<file path="config.mk">
export PLATFORM = sky130hd
export DESIGN_NAME = innings_controller
export DESIGN_NICKNAME = d
export VERILOG_FILES = /design/src/rtl/cricket_pkg.sv /design/src/rtl/cricket_outcome_decode.sv /design/src/rtl/innings_controller.sv
export SDC_FILE = /design/constraint.sdc
export NUM_CORES = 1
export LEC_CHECK = 0
export ABC_AREA = 1
export CAP_MARGIN = 10
export CORE_MARGIN = 2
export CORE_UTILIZATION = 40
export DETAILED_ROUTE_END_ITERATION = 16
export GPL_TIMING_DRIVEN = 0
export PLACE_DENSITY = 0.61
export SLEW_MARGIN = 20
export SYNTH_ARGS = -nofsm -noshare
export SYNTH_HDL_FRONTEND = slang
export SYNTH_SLANG_ARGS = --single-unit
</file>
<file path="constraint.sdc">
create_clock -name clk_fpga -period 3.6 [get_ports clk_fpga]
set_input_delay 0.36 -clock clk_fpga [delete_from_list [all_inputs] [get_ports clk_fpga]]
set_output_delay 0.36 -clock clk_fpga [all_outputs]
set_load 0.005 [all_outputs]
</file>
<file path="src/rtl/cricket_pkg.sv">
// Shared types for the cricket innings logic: ball outcome codes, FSM states
// and the runs credited for each outcome.
// Pure declarations, no timing or flow control.
package cricket_pkg;

    typedef enum logic [3:0] {
        OUT_NONE   = 4'd0,
        OUT_DOT    = 4'd1,
        OUT_ONE    = 4'd2,
        OUT_TWO    = 4'd3,
        OUT_THREE  = 4'd4,
        OUT_FOUR   = 4'd5,
        OUT_SIX    = 4'd6,
        OUT_WIDE   = 4'd7,
        OUT_NOBALL = 4'd8,
        OUT_WICKET = 4'd9
    } outcome_t;

    typedef enum logic [1:0] {
        IDLE = 2'd0,
        EVAL = 2'd1,
        SHOW = 2'd2,
        DONE = 2'd3
    } state_t;

    // Runs credited to the batting side; extras (wide/no-ball) are worth one.
    function automatic logic [2:0] run_value(input outcome_t o);
        case (o)
            OUT_ONE:    run_value = 3'd1;
            OUT_TWO:    run_value = 3'd2;
            OUT_THREE:  run_value = 3'd3;
            OUT_FOUR:   run_value = 3'd4;
            OUT_SIX:    run_value = 3'd6;
            OUT_WIDE:   run_value = 3'd1;
            OUT_NOBALL: run_value = 3'd1;
            default:    run_value = 3'd0;
        endcase
    endfunction

endpackage

</file>
<file path="src/rtl/cricket_outcome_decode.sv">
// Maps a sampled 4-bit LFSR word to a ball outcome, its run value and flags.
// Latency: purely combinational, zero cycles.
// Backpressure: none; evaluated every cycle, consumed only when the FSM updates.
module cricket_outcome_decode
    import cricket_pkg::*;
(
    input  logic [3:0] samp_i,
    output outcome_t   outcome_o,
    output logic [2:0] run_add_o,
    output logic       legal_o,
    output logic       is_wkt_o
);

    // Weighted decode: low codes favour dots and singles, top codes are the rare events.
    always_comb begin
        outcome_o = OUT_DOT;
        if (samp_i <= 4'd2)       outcome_o = OUT_DOT;
        else if (samp_i <= 4'd6)  outcome_o = OUT_ONE;
        else if (samp_i <= 4'd9)  outcome_o = OUT_TWO;
        else if (samp_i == 4'd10) outcome_o = OUT_THREE;
        else if (samp_i == 4'd11) outcome_o = OUT_FOUR;
        else if (samp_i == 4'd12) outcome_o = OUT_SIX;
        else if (samp_i == 4'd13) outcome_o = OUT_WIDE;
        else if (samp_i == 4'd14) outcome_o = OUT_NOBALL;
        else                      outcome_o = OUT_WICKET;
    end

    assign run_add_o = run_value(outcome_o);
    assign legal_o   = (outcome_o != OUT_WIDE) && (outcome_o != OUT_NOBALL);
    assign is_wkt_o  = (outcome_o == OUT_WICKET);

endmodule

</file>
<file path="src/rtl/innings_controller.sv">
// Sequences one innings: bowl request -> sample LFSR -> score update -> hold -> next ball or end.
// Latency: result_valid 2 cycles after the request cycle; busy lasts 2+HOLD_CYCLES cycles.
// Backpressure: none; requests while busy or after the innings ends are dropped, never queued.
// Optional feature macro: FREE_HIT_EN (no-ball grants a free hit that cancels the next wicket).
module innings_controller
    import cricket_pkg::*;
#(
    parameter int unsigned MAX_OVERS      = 20,
    parameter int unsigned BALLS_PER_OVER = 6,
    parameter int unsigned MAX_WICKETS    = 10,
    parameter int unsigned HOLD_CYCLES    = 100_000_000,
    parameter int unsigned RUN_W          = 10
) (
    input  logic             clk_fpga,
    input  logic             reset,
    input  logic             delivery,
    input  logic [3:0]       lfsr_q,
    output logic             busy,
    output logic             result_valid,
    output logic [3:0]       outcome,
    output logic [RUN_W-1:0] runs,
    output logic [3:0]       wickets,
    output logic [4:0]       overs,
    output logic [2:0]       balls,
    output logic             innings_over,
    output logic             free_hit
);

    localparam int unsigned HOLD_W = $clog2(HOLD_CYCLES + 1);
    localparam int unsigned SUM_W  = RUN_W + 3;

    logic              dly_q;
    logic              req;
    state_t            state_q, state_d;
    logic              samp_en, upd_en;
    logic [3:0]        samp_q;
    logic [HOLD_W-1:0] hold_q;
    logic              hold_done;

    outcome_t          dec_outcome;
    logic [2:0]        dec_add;
    logic              dec_legal, dec_wkt;

    outcome_t          eff_outcome;
    logic [2:0]        eff_add;
    logic              eff_legal, eff_wkt;
    logic [SUM_W-1:0]  runs_sum;

    outcome_t          outcome_q, outcome_d;
    logic [RUN_W-1:0]  runs_q, runs_d;
    logic [3:0]        wkts_q, wkts_d;
    logic [4:0]        overs_q, overs_d;
    logic [2:0]        balls_q, balls_d;
    logic              over_q, over_d;
    logic              rv_q;

    // Rising-edge detector on the debounced button, tracked in every state.
    always_ff @(posedge clk_fpga) begin
        if (reset) dly_q <= 1'b0;
        else       dly_q <= delivery;
    end
    assign req = delivery & ~dly_q;

    cricket_outcome_decode u_decode (
        .samp_i    (samp_q),
        .outcome_o (dec_outcome),
        .run_add_o (dec_add),
        .legal_o   (dec_legal),
        .is_wkt_o  (dec_wkt)
    );

    // FSM state register.
    always_ff @(posedge clk_fpga) begin
        if (reset) state_q <= IDLE;
        else       state_q <= state_d;
    end

    // SHOW covers the result_valid cycle plus HOLD_CYCLES further cycles.
    assign hold_done = (hold_q == HOLD_W'(HOLD_CYCLES));

    // FSM next-state logic.
    always_comb begin
        state_d = state_q;
        case (state_q)
            IDLE: if (req && !over_q) state_d = EVAL;
            EVAL: state_d = SHOW;
            SHOW: if (hold_done) state_d = over_q ? DONE : IDLE;
            DONE: state_d = DONE;
            default: state_d = IDLE;
        endcase
    end

    // FSM outputs: busy flag, sample strobe and score-update strobe.
    always_comb begin
        busy    = (state_q != IDLE);
        samp_en = (state_q == IDLE) && req && !over_q;
        upd_en  = (state_q == EVAL);
    end

    // Capture the LFSR word on the accepted request.
    always_ff @(posedge clk_fpga) begin
        if (reset)        samp_q <= 4'd0;
        else if (samp_en) samp_q <= lfsr_q;
    end

    // Display hold counter, restarted on every evaluation.
    always_ff @(posedge clk_fpga) begin
        if (reset)                 hold_q <= '0;
        else if (state_q == EVAL)  hold_q <= '0;
        else if (state_q == SHOW)  hold_q <= hold_q + HOLD_W'(1);
    end

`ifdef FREE_HIT_EN
    logic fh_q, fh_d;

    // Free-hit flag: armed by a no-ball, kept across wides, consumed by any legal ball.
    always_comb begin
        fh_d = fh_q;
        if (eff_outcome == OUT_NOBALL) fh_d = 1'b1;
        else if (eff_legal)            fh_d = 1'b0;
    end

    // Free-hit register, updated alongside the score.
    always_ff @(posedge clk_fpga) begin
        if (reset)       fh_q <= 1'b0;
        else if (upd_en) fh_q <= fh_d;
    end

    assign free_hit = fh_q;
`else
    assign free_hit = 1'b0;
`endif

    // Next score: apply free-hit override, saturating runs, ball/over roll, end-of-innings test.
    always_comb begin
        eff_outcome = dec_outcome;
        eff_add     = dec_add;
        eff_legal   = dec_legal;
        eff_wkt     = dec_wkt;
`ifdef FREE_HIT_EN
        if (fh_q && dec_wkt) begin
            eff_outcome = OUT_DOT;
            eff_add     = 3'd0;
            eff_legal   = 1'b1;
            eff_wkt     = 1'b0;
        end
`endif
        outcome_d = eff_outcome;
        runs_sum  = SUM_W'(runs_q) + SUM_W'(eff_add);
        runs_d    = (runs_sum > SUM_W'({RUN_W{1'b1}})) ? {RUN_W{1'b1}} : runs_sum[RUN_W-1:0];
        wkts_d    = wkts_q + {3'd0, eff_wkt};
        balls_d   = balls_q;
        overs_d   = overs_q;
        if (eff_legal) begin
            if (balls_q == 3'(BALLS_PER_OVER - 1)) begin
                balls_d = 3'd0;
                overs_d = overs_q + 5'd1;
            end else begin
                balls_d = balls_q + 3'd1;
            end
        end
        over_d = over_q || (wkts_d == 4'(MAX_WICKETS)) || (overs_d == 5'(MAX_OVERS));
    end

    // Score registers and the one-cycle result pulse.
    always_ff @(posedge clk_fpga) begin
        if (reset) begin
            outcome_q <= OUT_NONE;
            runs_q    <= '0;
            wkts_q    <= 4'd0;
            overs_q   <= 5'd0;
            balls_q   <= 3'd0;
            over_q    <= 1'b0;
            rv_q      <= 1'b0;
        end else begin
            rv_q <= upd_en;
            if (upd_en) begin
                outcome_q <= outcome_d;
                runs_q    <= runs_d;
                wkts_q    <= wkts_d;
                overs_q   <= overs_d;
                balls_q   <= balls_d;
                over_q    <= over_d;
            end
        end
    end

    assign result_valid = rv_q;
    assign outcome      = outcome_q;
    assign runs         = runs_q;
    assign wickets      = wkts_q;
    assign overs        = overs_q;
    assign balls        = balls_q;
    assign innings_over = over_q;

endmodule

</file>
Yosys cells after proc, flatten, opt, wreduce, memory -nomap -nowiden
Index checks and enable logic that the tools add are counted.
{ "classes": {"bitwise": 2, "n_mul": 0, "shift": 0, "n_eq_ne": 24, "n_lt_le_gt_ge": 4, "div_mod_pow": 0, "mux": 17, "reduce_logical": 13, "n_addsub": 5} }
{ "ops": {"columns": ["operator", "count"], "rows": [
  ["$eq A4 B4 Y1 const B", 8],
  ["$mux W4", 7],
  ["$add A27 B1 Y27 const B", 1],
  ["$eq A27 B27 Y1 const B", 1],
  ["$eq A4 B3 Y1 const B", 4],
  ["$pmux W3 S5", 1],
  ["$add A10 B3 Y11", 1],
  ["$gt A11 B10 Y1 const B", 1],
  ["$mux W10", 1],
  ["$mux W5", 2],
  ["$eq A4 B2 Y1 const B", 2],
  ["$pmux W2 S4", 1],
  ["$mux W2", 3],
  ["$add A5 B1 Y5 const B", 1],
  ["$eq A5 B5 Y1 const B", 1],
  ["$add A4 B1 Y4", 1],
  ["$eq A2 B2 Y1 const B", 2],
  ["$le A4 B2 Y1 const B", 1],
  ["$le A4 B3 Y1 const B", 1],
  ["$le A4 B4 Y1 const B", 1],
  ["$logic_and A1 B1 Y1", 4],
  ["$ne A2 B2 Y1 const B", 2],
  ["$ne A4 B3 Y1 const B", 1],
  ["$ne A4 B4 Y1 const B", 1],
  ["14 further kinds", 16]
]} }
{ "totals": {"inputBits": 7, "word_cells": 76, "reg_bits": 62, "mem_bits_ro": 0, "mem_bits_rw": 0, "n_memories": 0, "latch_bits": 0} }

Logic depth before layout (Yosys ltp)
Gate-level depths: netlist of the first run.
{ "logic_depth": {"ltp_word": 15, "ltp_mapped": 18, "mapped_depth_nobuf": 18} }

Hierarchy
From an unflattened synthesis of the first run, not the netlist that was laid out.
{ "unflattened": {"hier_cells": 496, "area_unflattened_um2": 3358.2} }
{ "by_module_without_submodules": {"columns": ["mod", "area_each_um2", "cells_each", "instances", "seq_area_each_um2"], "rows": [
  ["innings_controller", 3209.3, 463, 1, 1241.2],
  ["cricket_outcome_decode", 148.9, 33, 1, 0.0]
]} }

Worst setup path after synthesis of the first run
Ideal clock, no wire load.
{ "synth_path": {"kind": "reg2reg", "start": "register samp_q[1]", "end": "register runs_q[5], in the netlist runs[5]", "period_less_slack_ns": 2.350, "path_stages_with_launch": 19, "arrival_ns": 2.292, "t_required_ns": 3.542, "slack_ns": 1.250, "path_buffers": 0, "cell_sequence": "dfxtp_1 -> nand2_1 -> inv_1 -> nor2_1 -> nand2_1 -> o21ai_0 -> nor3_1 -> nor3_1 -> inv_1 -> ha_1 -> inv_1 -> fa_1 -> o21ai_1 -> nand3_1 -> nor2_1 -> inv_2 -> o21ai_1 -> nand2_1 -> nand2_1"} }
{ "synth_between": {"elab_chain_len": 15} }
{ "synth_rtl": {"columns": ["item", "line", "text"], "rows": [
  ["start, declared", "innings_controller.sv:36", "logic [3:0] samp_q;"],
  ["start signal, assigned", "innings_controller.sv:103", "else if (samp_en) samp_q <= lfsr_q;"],
  ["$eq A4 B4 Y1", "cricket_outcome_decode.sv:24", "else if (samp_i == 4'd14) outcome_o = OUT_NOBALL;"],
  ["$mux W1", "cricket_outcome_decode.sv:24", null],
  ["$mux W4", "cricket_outcome_decode.sv:23", "else if (samp_i == 4'd13) outcome_o = OUT_WIDE;"],
  ["$mux W4", "cricket_outcome_decode.sv:22", "else if (samp_i == 4'd12) outcome_o = OUT_SIX;"],
  ["$mux W4", "cricket_outcome_decode.sv:21", "else if (samp_i == 4'd11) outcome_o = OUT_FOUR;"],
  ["$mux W4", "cricket_outcome_decode.sv:20", "else if (samp_i == 4'd10) outcome_o = OUT_THREE;"],
  ["$mux W4", "cricket_outcome_decode.sv:19", "else if (samp_i <= 4'd9) outcome_o = OUT_TWO;"],
  ["$mux W4", "cricket_outcome_decode.sv:18", "else if (samp_i <= 4'd6) outcome_o = OUT_ONE;"],
  ["$mux W4 *", "cricket_outcome_decode.sv:17", "if (samp_i <= 4'd2) outcome_o = OUT_DOT;"],
  ["$eq A4 B2 Y1 (tied with other cells)", "cricket_pkg.sv:28", "case (o)"],
  ["$reduce_or A3 Y1 (no line)", null, null],
  ["$pmux W3 S5 *", "cricket_pkg.sv:28", null],
  ["$add A10 B3 Y11 *", "innings_controller.sv:149", "runs_sum = SUM_W'(runs_q) + SUM_W'(eff_add);"],
  ["$gt A11 B10 Y1", "innings_controller.sv:150", "runs_d = (runs_sum > SUM_W'({RUN_W{1'b1}})) ? {RUN_W{1'b1}} : runs_sum[RUN_W-1:0];"],
  ["$mux W10 *", "innings_controller.sv:150", null],
  ["end signal, assigned", "innings_controller.sv:179", "runs_q <= runs_d;"],
  ["end, declared", "innings_controller.sv:50", "logic [RUN_W-1:0] runs_q, runs_d;"]
]} }
Every way passes the cells marked *; elsewhere a longest branch is shown, timed or not.
A chain may end at the register's enable or synchronous reset.

Worst setup path in the final report of the first run
{ "layout_path": {"start": "register samp_q[2]", "end": "register runs_q[3], in the netlist runs[3]"} }
The elaborated chain is that of the path after synthesis.

==> results of run 1 <==
==> where the power goes <==
group	switching, W	internal (W)	total [W]
clock network	0.000274	0.000333	0.000606
registers	0.0000268	0.000714	0.000740
logic	0.000149	0.0000816	0.000230
total	0.000449	0.00113	0.00158
==> flip-flops by register name, summed over array words and instances (netlist names) <==
name          flops
state_q           2
result_valid      1
runs             10
outcome           4
wickets           4
overs             5
balls             3
samp_q            4
innings_over      1
hold_q           27
dly_q             1
==> worst max-delay path by stage <==
stage / start / end
4_1_cts: samp_q[2]$_SDFFE_PP0P_ / runs[3]$_SDFFE_PP0P_
5_1_grt: samp_q[1]$_SDFFE_PP0P_ / runs[3]$_SDFFE_PP0P_
2_1_floorplan: samp_q[1]$_SDFFE_PP0P_ / runs[5]$_SDFFE_PP0P_
3_3_place_gp: samp_q[1]$_SDFFE_PP0P_ / runs[1]$_SDFFE_PP0P_
3_5_place_dp: samp_q[1]$_SDFFE_PP0P_ / runs[3]$_SDFFE_PP0P_
6_report: samp_q[2]$_SDFFE_PP0P_ / runs[3]$_SDFFE_PP0P_
==> cell usage in the layout (no fill, tap or decap), drive strengths merged, types with 12 or more instances in the layout <==
cell             n
a21oi           25
clkbuf          15
clkdlybuf4s50   34
dfxtp           62
inv             69
nand2          128
nand3           28
nand4           12
nor2            65
nor3            15
o21ai           33
==> cells by family (layout without fill, tap and decap cells) <==
group,after synthesis,count (layout),share of synthesized area [%]
flops,62,62,37.13
buf+inv,80,129,9.281
xor+xnor,13,13,3.406
fa+ha+maj,9,9,3.593
other cells,1,1,0.1122
compound gates,69,69,11.34
simple gates,252,252,35.14
==> per-layer routing <==
metal | vias up | wire length, microns
met2 | 68 | 3657
li1 | 1646 | -
met4 | 0 | 81
met5 | - | 0
met1 | 1409 | 3593
met3 | 11 | 330
==> layout make-up <==
type | instances | area (sq um)
Clock inverter | 4 | 47.55
Clock buffer | 11 | 141.4
Buffer | 9 | 42.54
Tap cell | 105 | 131.4
Fill cell | 817 | 4172
Timing Repair Buffer | 34 | 340.3
Inverter | 71 | 267.8
Sequential cell | 62 | 1241
Multi-Input combinational cell | 344 | 1792
==> worst register-to-register path, cell delays in order, from the launching register on <==
cell and delay [ns]:
dfxtp_1 0.42, nand2_1 0.16, clkinv_1 0.10, nand3_2 0.17
inv_2 0.15, nor3_1 0.06, inv_1 0.06, ha_1 0.13
inv_1 0.07, fa_1 0.40, o21ai_1 0.24, nand3_1 0.19
nor2_1 0.24, inv_2 0.11, nand2_1 0.08, nand2_1 0.04
o21ai_1 0.08
==> per-stage QoR <==
stage                     std cells  cell area (sq um)  utilization [%]  hold WS, ns
after floorplan                 486               3343                -       0.4517
after global placement          625               3815            46.66       0.4617
after detailed placement        625               3815            46.66       0.4561
after CTS                       640               4004            48.97       0.3486
after global routing            640               4004            48.97       0.3675
final                           640               4004            48.97       0.3592
==> reports/results.ini, run 1 <==
[die]
die_w_microns=95.42
die_h_microns=95.42
start_util_pct=40.89
dieArea_sq_um=9105
core_sq_um=8175
rows=33
ios=37

[worst_setup_path]
critPathSlowestCell=dfxtp_1
cp_slowest_stage_delay_ns=0.42
reg2regPathDepth=16
startpoint_type=register
crit_path_frequent_cell=nand2_1
critical_path_arrival_ns=3.03
reg2reg_to=runs[3]$_SDFFE_PP0P_
path_depth=16
crit_chain=nand2_1, clkinv_1, nand3_2, inv_2, nor3_1, inv_1, ha_1, inv_1, fa_1, o21ai_1, nand3_1, nor2_1, inv_2, nand2_1, nand2_1, o21ai_1
worstSetupPathType=reg -> reg
reg2reg_from=samp_q[2]$_SDFFE_PP0P_
crit_buf_inv=5
path_delay_family=simple AND/OR/NAND/NOR gates
crit_required_ns=3.88
reg2reg_setup_slack_ns=0.85
crit_path_end_kind=register
critPathMaxFanout=9

[placed_design]
io_buffers=34
place_congestion=0.8215
dp_hpwl_microns=5647
post-place-ws_ns=0.8706

[detailed_routing]
viasPerCell=4.897
via_count=3134
ant_nets=0
wl_microns=7663
drc=0
firstDrtPassIters=5
routedWlPerCell_microns=11.97
drt_iter0_markers=118

[global_routing]
grt_use_met3_pct=4.822
grt_overflow=0
grt_use_total_pct=18.15
grt_first_pass_wirelength_microns=12850
grt_busiest_layer=met2
met2_usage_pct=30.99
grt_pass1_vias=2854
use_met1_pct=22.60
antenna_found_initial=0
grt_max_degree=11

[final_layout]
final_nets=547
drive_above_1_share_pct=8.972
area_delta_synth_final_pct=19.76
diodes=0

[clock_tree]
cts_tree=done
numClockSinks=62
cts.reportedPaths.clkPinSlew_ns=0.07
cts-htree-levels=3
root_buffer=clkbuf_8
clockBufferDepth=2
cts.hold.buffers_added=0
insertion_delay_ns=0.34
cts_setup_buffers=0
cts_buffers=9
ctsResizeCount=0

[pwr]
power_w=0.001577
p_leak_nw=1.593
power.density_nw_per_um2=394.0
peakVddDrop_uv=190.9

[worst_hold_path]
holdPathStages=2
min_to=dly_q$_SDFF_PP0_
min_from=reset
hold_class=in -> reg

[logic_synthesis]
synth_edf_count=0
synthArstFlopShare_pct=0
synth_most_common_cell=nand2_1
ys_warn_count=0
avgSynthCellArea_sq_um=6.879
synth_top_cell_area_share_pct=37.13
yosysSeqAreaShare_pct=37.13
synth_area_leader_cell=dfxtp_1
synthTopCellsByCount=125 x nand2_1, 62 x dfxtp_1, 61 x inv_1
synth_area_leaders=dfxtp_1 37%, nand2_1 14%, inv_1 6.8%, nor2_1 6.2%, a21oi_1 3.7%
yosys_most_used_dff=dfxtp_1
ys_ff_latch=62
syn_nets=502
syn_area_sq_um=3343
synth_cell_types=42
netlist_instances=486

[sta]
final-setup-viol-count=0
final-hold-violation-count=0
maxSlewViolCount=0
tns_ns=0
rsz0062_at_grt=no
slew_headroom_pct=65.93
skew_ns=0.008479
setup_ws_ns=0.8489
fmax_mhz=363.5
finalCritPeriodShare_pct=76.42
min_period_ns=2.751
worst_pin_slew_ns=0.5111

[run_status]
status=completed

[run]
maxCapViolCount=0

(Power assumes the default switching activity.)
==> run 2: changes to the inputs <==
Clock period 3.6 ns to 2.65 ns, I/O delays scaled along.
==> run 2 against run 1 <==
Core utilization rose by 0.83 points. Power rose by 36%. Clock-buffer cell count did not move. Worst setup slack got worse by 0.61 ns. Register-to-register slack got worse by 0.61 ns. Critical endpoint is now runs[1]$_SDFFE_PP0P_. Routed wire length rose by 0.68%. Die area did not move. Critical path depth fell by 1. Critical path type unchanged. Largest cell class unchanged.
==> reports/results.ini, run 2 (synthesized netlist as in run 1, its figures left out) <==
[clock_tree]
cts-htree-levels=3
cts.reportedPaths.clkPinSlew_ns=0.07
insertion_delay_ns=0.33
cts_buffers=9
clockBufferDepth=2
root_buffer=clkbuf_8
cts.hold.buffers_added=0
numClockSinks=62
cts_tree=done

[final_layout]
area_delta_synth_final_pct=21.78
diodes=0
largest_reg_flops=27
final_core_util_pct=49.80
final_nets=550
final_common_cell=nand2_1
largest-register=hold_q
drive_above_1_share_pct=11.52
layout_common_cells=124 x nand2_1, 60 x inv_1, 59 x dfxtp_1

[detailed_routing]
firstDrtPassIters=7
via_count=3148
routedWlPerCell_microns=12.00
drc=0
viasPerCell=4.896
drt_iter0_markers=124
ant_nets=0
wl_microns=7715

[placed_design]
io_buffers=34
dp_hpwl_microns=5647
place_congestion=0.8215

[sta]
fmax_mhz=414.3
worst_pin_slew_ns=0.5075
final-setup-viol-count=0
min_period_ns=2.414
finalCritPeriodShare_pct=91.09
skew_ns=0.009679
final-hold-violation-count=0
maxSlewViolCount=0
hold_slack_ns=0.2730
slew_headroom_pct=66.17

[pwr]
p_leak_nw=1.617
power.density_nw_per_um2=527.2
peakVddDrop_uv=258.9

[die]
ios=37
start_util_pct=40.89
rows=33
dieArea_sq_um=9105
die_h_microns=95.42
core_sq_um=8175
die_w_microns=95.42

[worst_setup_path]
reg2reg_setup_slack_ns=0.24
critPathMaxFanout=6
worstSetupPathType=reg -> reg
crit_required_ns=2.91
reg2regPathDepth=15
crit_path_end_kind=register
startpoint_type=register
critical_path_arrival_ns=2.68

[run]
maxCapViolCount=0

[global_routing]
grt_overflow=0
grt_max_degree=11
grt_pass1_vias=2856
grt_use_total_pct=18.12
antenna_found_initial=0
grt_first_pass_wirelength_microns=12830

[worst_hold_path]
hold_class=in -> reg
holdPathStages=2

[run_status]
status=completed

==> run 2: cell types whose count changed in the layout (fill, tap and decap cells not counted), sizes merged <==
cell	previous run	this run
buf	5	8
==> run 2: power by group <==
group	switching, W	internal [W]	total [W]
registers	0.0000371	0.000971	0.00101
clock network	0.000366	0.000452	0.000818
logic	0.000206	0.000113	0.000319
==> run 2: cell type report <==
type / count / area, sq um
Clock buffer: 11 / 141.4
Fill cell: 821 / 4104
Buffer: 9 / 42.54
Timing Repair Buffer: 37 / 362.8
Multi-Input combinational cell: 344 / 1831
Inverter: 71 / 267.8
Tap cell: 105 / 131.4
Sequential cell: 62 / 1247
Clock inverter: 4 / 47.55
==> run 2: worst paths after layout <==
check	from	to
min	reset	dly_q$_SDFF_PP0_
max reg2reg	samp_q[2]$_SDFFE_PP0P_	runs[1]$_SDFFE_PP0P_
max	samp_q[2]$_SDFFE_PP0P_	runs[1]$_SDFFE_PP0P_
min reg2reg	outcome[1]$_SDFFE_PP0P_	outcome[1]$_SDFFE_PP0P_
==> run 2: what timing repair did <==
action                     4_1_cts  5_1_grt
resized for setup                3       13
buffers inserted                 0        3
pin swaps                        0        5
setup endpoints to repair        6       10
==> run 2: through the flow <==
stage,total power (W),cell area [sq um],cells,setup TNS (ns),worst slack [ns]
2_1_floorplan,0.001216,3343,486,0,0.3004
3_3_place_gp,0.001332,3815,625,-0.4892,-0.09362
3_5_place_dp,0.001338,3815,625,-0.4148,-0.07944
4_1_cts,0.002171,4015,640,0,0.05706
5_1_grt,0.002256,4071,643,-0.1127,-0.03562
6_report,0.002146,4071,643,0,0.2362
==> run 2: critical path: stages, from the launching register on <==
cell and delay, ns:
dfxtp_2 0.38, inv_1 0.09, a21oi_1 0.17, o21ai_1 0.10, nor3_2 0.20, nor3_2 0.07
inv_1 0.06, ha_1 0.14, inv_2 0.05, fa_2 0.37, o21ai_2 0.16, nand3_2 0.14
nor2_4 0.15, inv_2 0.07, nand2_1 0.06, o2bb2ai_1 0.12
==> run 2: metal layers <==
layer  global-route usage, %  vias up  wire [microns]
met5                       0        -               0
met4                   5.000        0              50
met3                   4.822        8             268
met2                   31.10       56            3748
met1                   22.40     1429            3648
li1                        -     1655               -
==> run 3: changes to the inputs <==
Settings changed: PLACE_DENSITY 0.61 to 0.63.
Clock period 2.65 ns to 2.1 ns, I/O delays scaled along.
==> run 3 against run 2 <==
The run now ends with negative setup slack left. Clock skew fell by 0.0034 ns. Core utilization rose by 3.1 points. Worst setup slack got worse by 0.50 ns. Clock power rose by 27%. Register-to-register slack got worse by 0.50 ns. Hold slack got worse by 0.058 ns. Critical path depth rose by 2. Critical path type unchanged.
==> reports/results.ini, run 3 (synthesized netlist as in run 1, its figures left out) <==
[global_routing]
grt_overflow=0
grt_first_pass_wirelength_microns=13390
grt_max_degree=11
grt_pass1_vias=2970
antenna_found_initial=0
grt_use_total_pct=18.96

[detailed_routing]
drc=0
drt_iter0_markers=117
ant_nets=0
via_count=3215
firstDrtPassIters=4
viasPerCell=4.864
wl_microns=8263
routedWlPerCell_microns=12.50

[final_layout]
largest_reg_flops=27
diodes=0
fin_area_sq_um=4325
largest-register=hold_q
fillers=812
drive_above_1_share_pct=17.81
layout_common_cells=119 x nand2_1, 58 x inv_1, 58 x dfxtp_1
final_nets=568
final_common_cell=nand2_1
area_delta_synth_final_pct=29.38

[worst_setup_path]
crit_required_ns=2.40
startpoint_type=register
critPathMaxFanout=5
crit_chain=nand2_4, inv_4, nor2_4, nand2_2, nand2_2, nor3_2, nor3_2, inv_1, ha_2, inv_2, fa_2, o21ai_4, nand3_4, nor2_4, buf_4, o21ai_0, nand2_1
worstSetupPathType=reg -> reg
crit_path_end_kind=register
cp_slowest_stage_delay_ns=0.39
critPathSlowestCell=dfxtp_4
critical_path_arrival_ns=2.66
reg2reg_setup_slack_ns=-0.26

[sta]
setup_ws_ns=-0.2608
final-setup-viol-count=10
finalCritPeriodShare_pct=112.4
slew_headroom_pct=64.71
final-hold-violation-count=0
rsz0062_at_grt=yes
hold_slack_ns=0.2154
skew_ns=0.006277
maxSlewViolCount=0
worst_pin_slew_ns=0.5293
fmax_mhz=423.6
min_period_ns=2.361

[clock_tree]
cts.hold.buffers_added=0
clockBufferDepth=2
cts_buffers=9
cts-htree-levels=3
insertion_delay_ns=0.35
cts.reportedPaths.clkPinSlew_ns=0.07
cts_tree=done
root_buffer=clkbuf_8
numClockSinks=62

[die]
rows=33
dieArea_sq_um=9105
die_w_microns=95.42
start_util_pct=40.89
die_h_microns=95.42
core_sq_um=8175
ios=37

[placed_design]
place_congestion=0.8401
io_buffers=34
post-place-ws_ns=-0.3658
dp_hpwl_microns=5605
placed_area_sq_um=3835

[worst_hold_path]
hold_class=in -> reg

[run_status]
status=finished, violations left
violations=negative setup slack

[pwr]
peakVddDrop_uv=353.6
p_leak_nw=1.735
power.density_nw_per_um2=662.6

[run]
maxCapViolCount=0

## run 3: cell types whose count changed in the layout (fill, tap and decap cells not counted), moves of 4 or more
cell | before | now
nand2_1 | 124 | 119
nand2_2 | 3 | 7
buf_4 | 4 | 15
buf_6 | 0 | 7
## run 3: final cells by class
cell class	instances	area (sq um)	area share (%)
timing repair buffer	55	524.3	12.12
inverter	71	275.3	6.364
clock inverter	4	47.55	1.099
tap	105	131.4	3.037
sequential	62	1251	28.93
multi-input combinational	344	1912	44.20
clock buffer	11	141.4	3.269
buffer	9	42.54	0.9835
## run 3: critical path: cells and delay by family (launching register included)
family	cells	cell delay, ns
simple gates	9	0.86
fa+ha+maj	2	0.53
flops	1	0.39
buf+inv	4	0.29
compound gates	2	0.25
## run 3: final timing paths
check                           from                      end  cells past startpoint
max reg2reg   samp_q[1]$_SDFFE_PP0P_     runs[0]$_SDFFE_PP0P_                     17
min reg2reg  outcome[1]$_SDFFE_PP0P_  outcome[1]$_SDFFE_PP0P_                      2
min                            reset         dly_q$_SDFF_PP0_                      2
max           samp_q[1]$_SDFFE_PP0P_     runs[0]$_SDFFE_PP0P_                     17
## run 3: where the power goes
| group | switching (W) | total (W) | internal (W) | leakage (nW) |
|---|---|---|---|---|
| sequential | 0.0000530 | 0.00128 | 0.00123 | 0.503 |
| combinational | 0.000306 | 0.000542 | 0.000236 | 1.14 |
| clock | 0.000474 | 0.00104 | 0.000570 | 0.0952 |
| total | 0.000833 | 0.00287 | 0.00203 | 1.73 |
## run 3: stage by stage
stage / TNS, ns / cells / power (W) / utilization, %
6_report: -2.414 / 661 / 0.002866 / 52.91
5_1_grt: -3.744 / 661 / 0.002999 / 52.91
4_1_cts: -1.449 / 659 / 0.002840 / 51.62
3_5_place_dp: -3.059 / 625 / 0.001695 / 46.91
3_3_place_gp: -3.107 / 625 / 0.001689 / 46.91
2_1_floorplan: -0.1266 / 486 / 0.001539 / -
## run 3: repair_timing
item                                    CTS  global route
pin swaps                                 4             7
endpoints found under the setup margin   10            11
gates resized for setup                  19            22
gates cloned                              0             0
buffers inserted                         19            11
## run 3: routing by layer
metal  vias up  wire length, microns  GRT usage, %
li1       1689                     -             -
met1      1450                  3792         22.87
met2        62                  4016         31.46
met3        14                   326         5.692
met4         0                   128         7.857
met5         -                     0             0
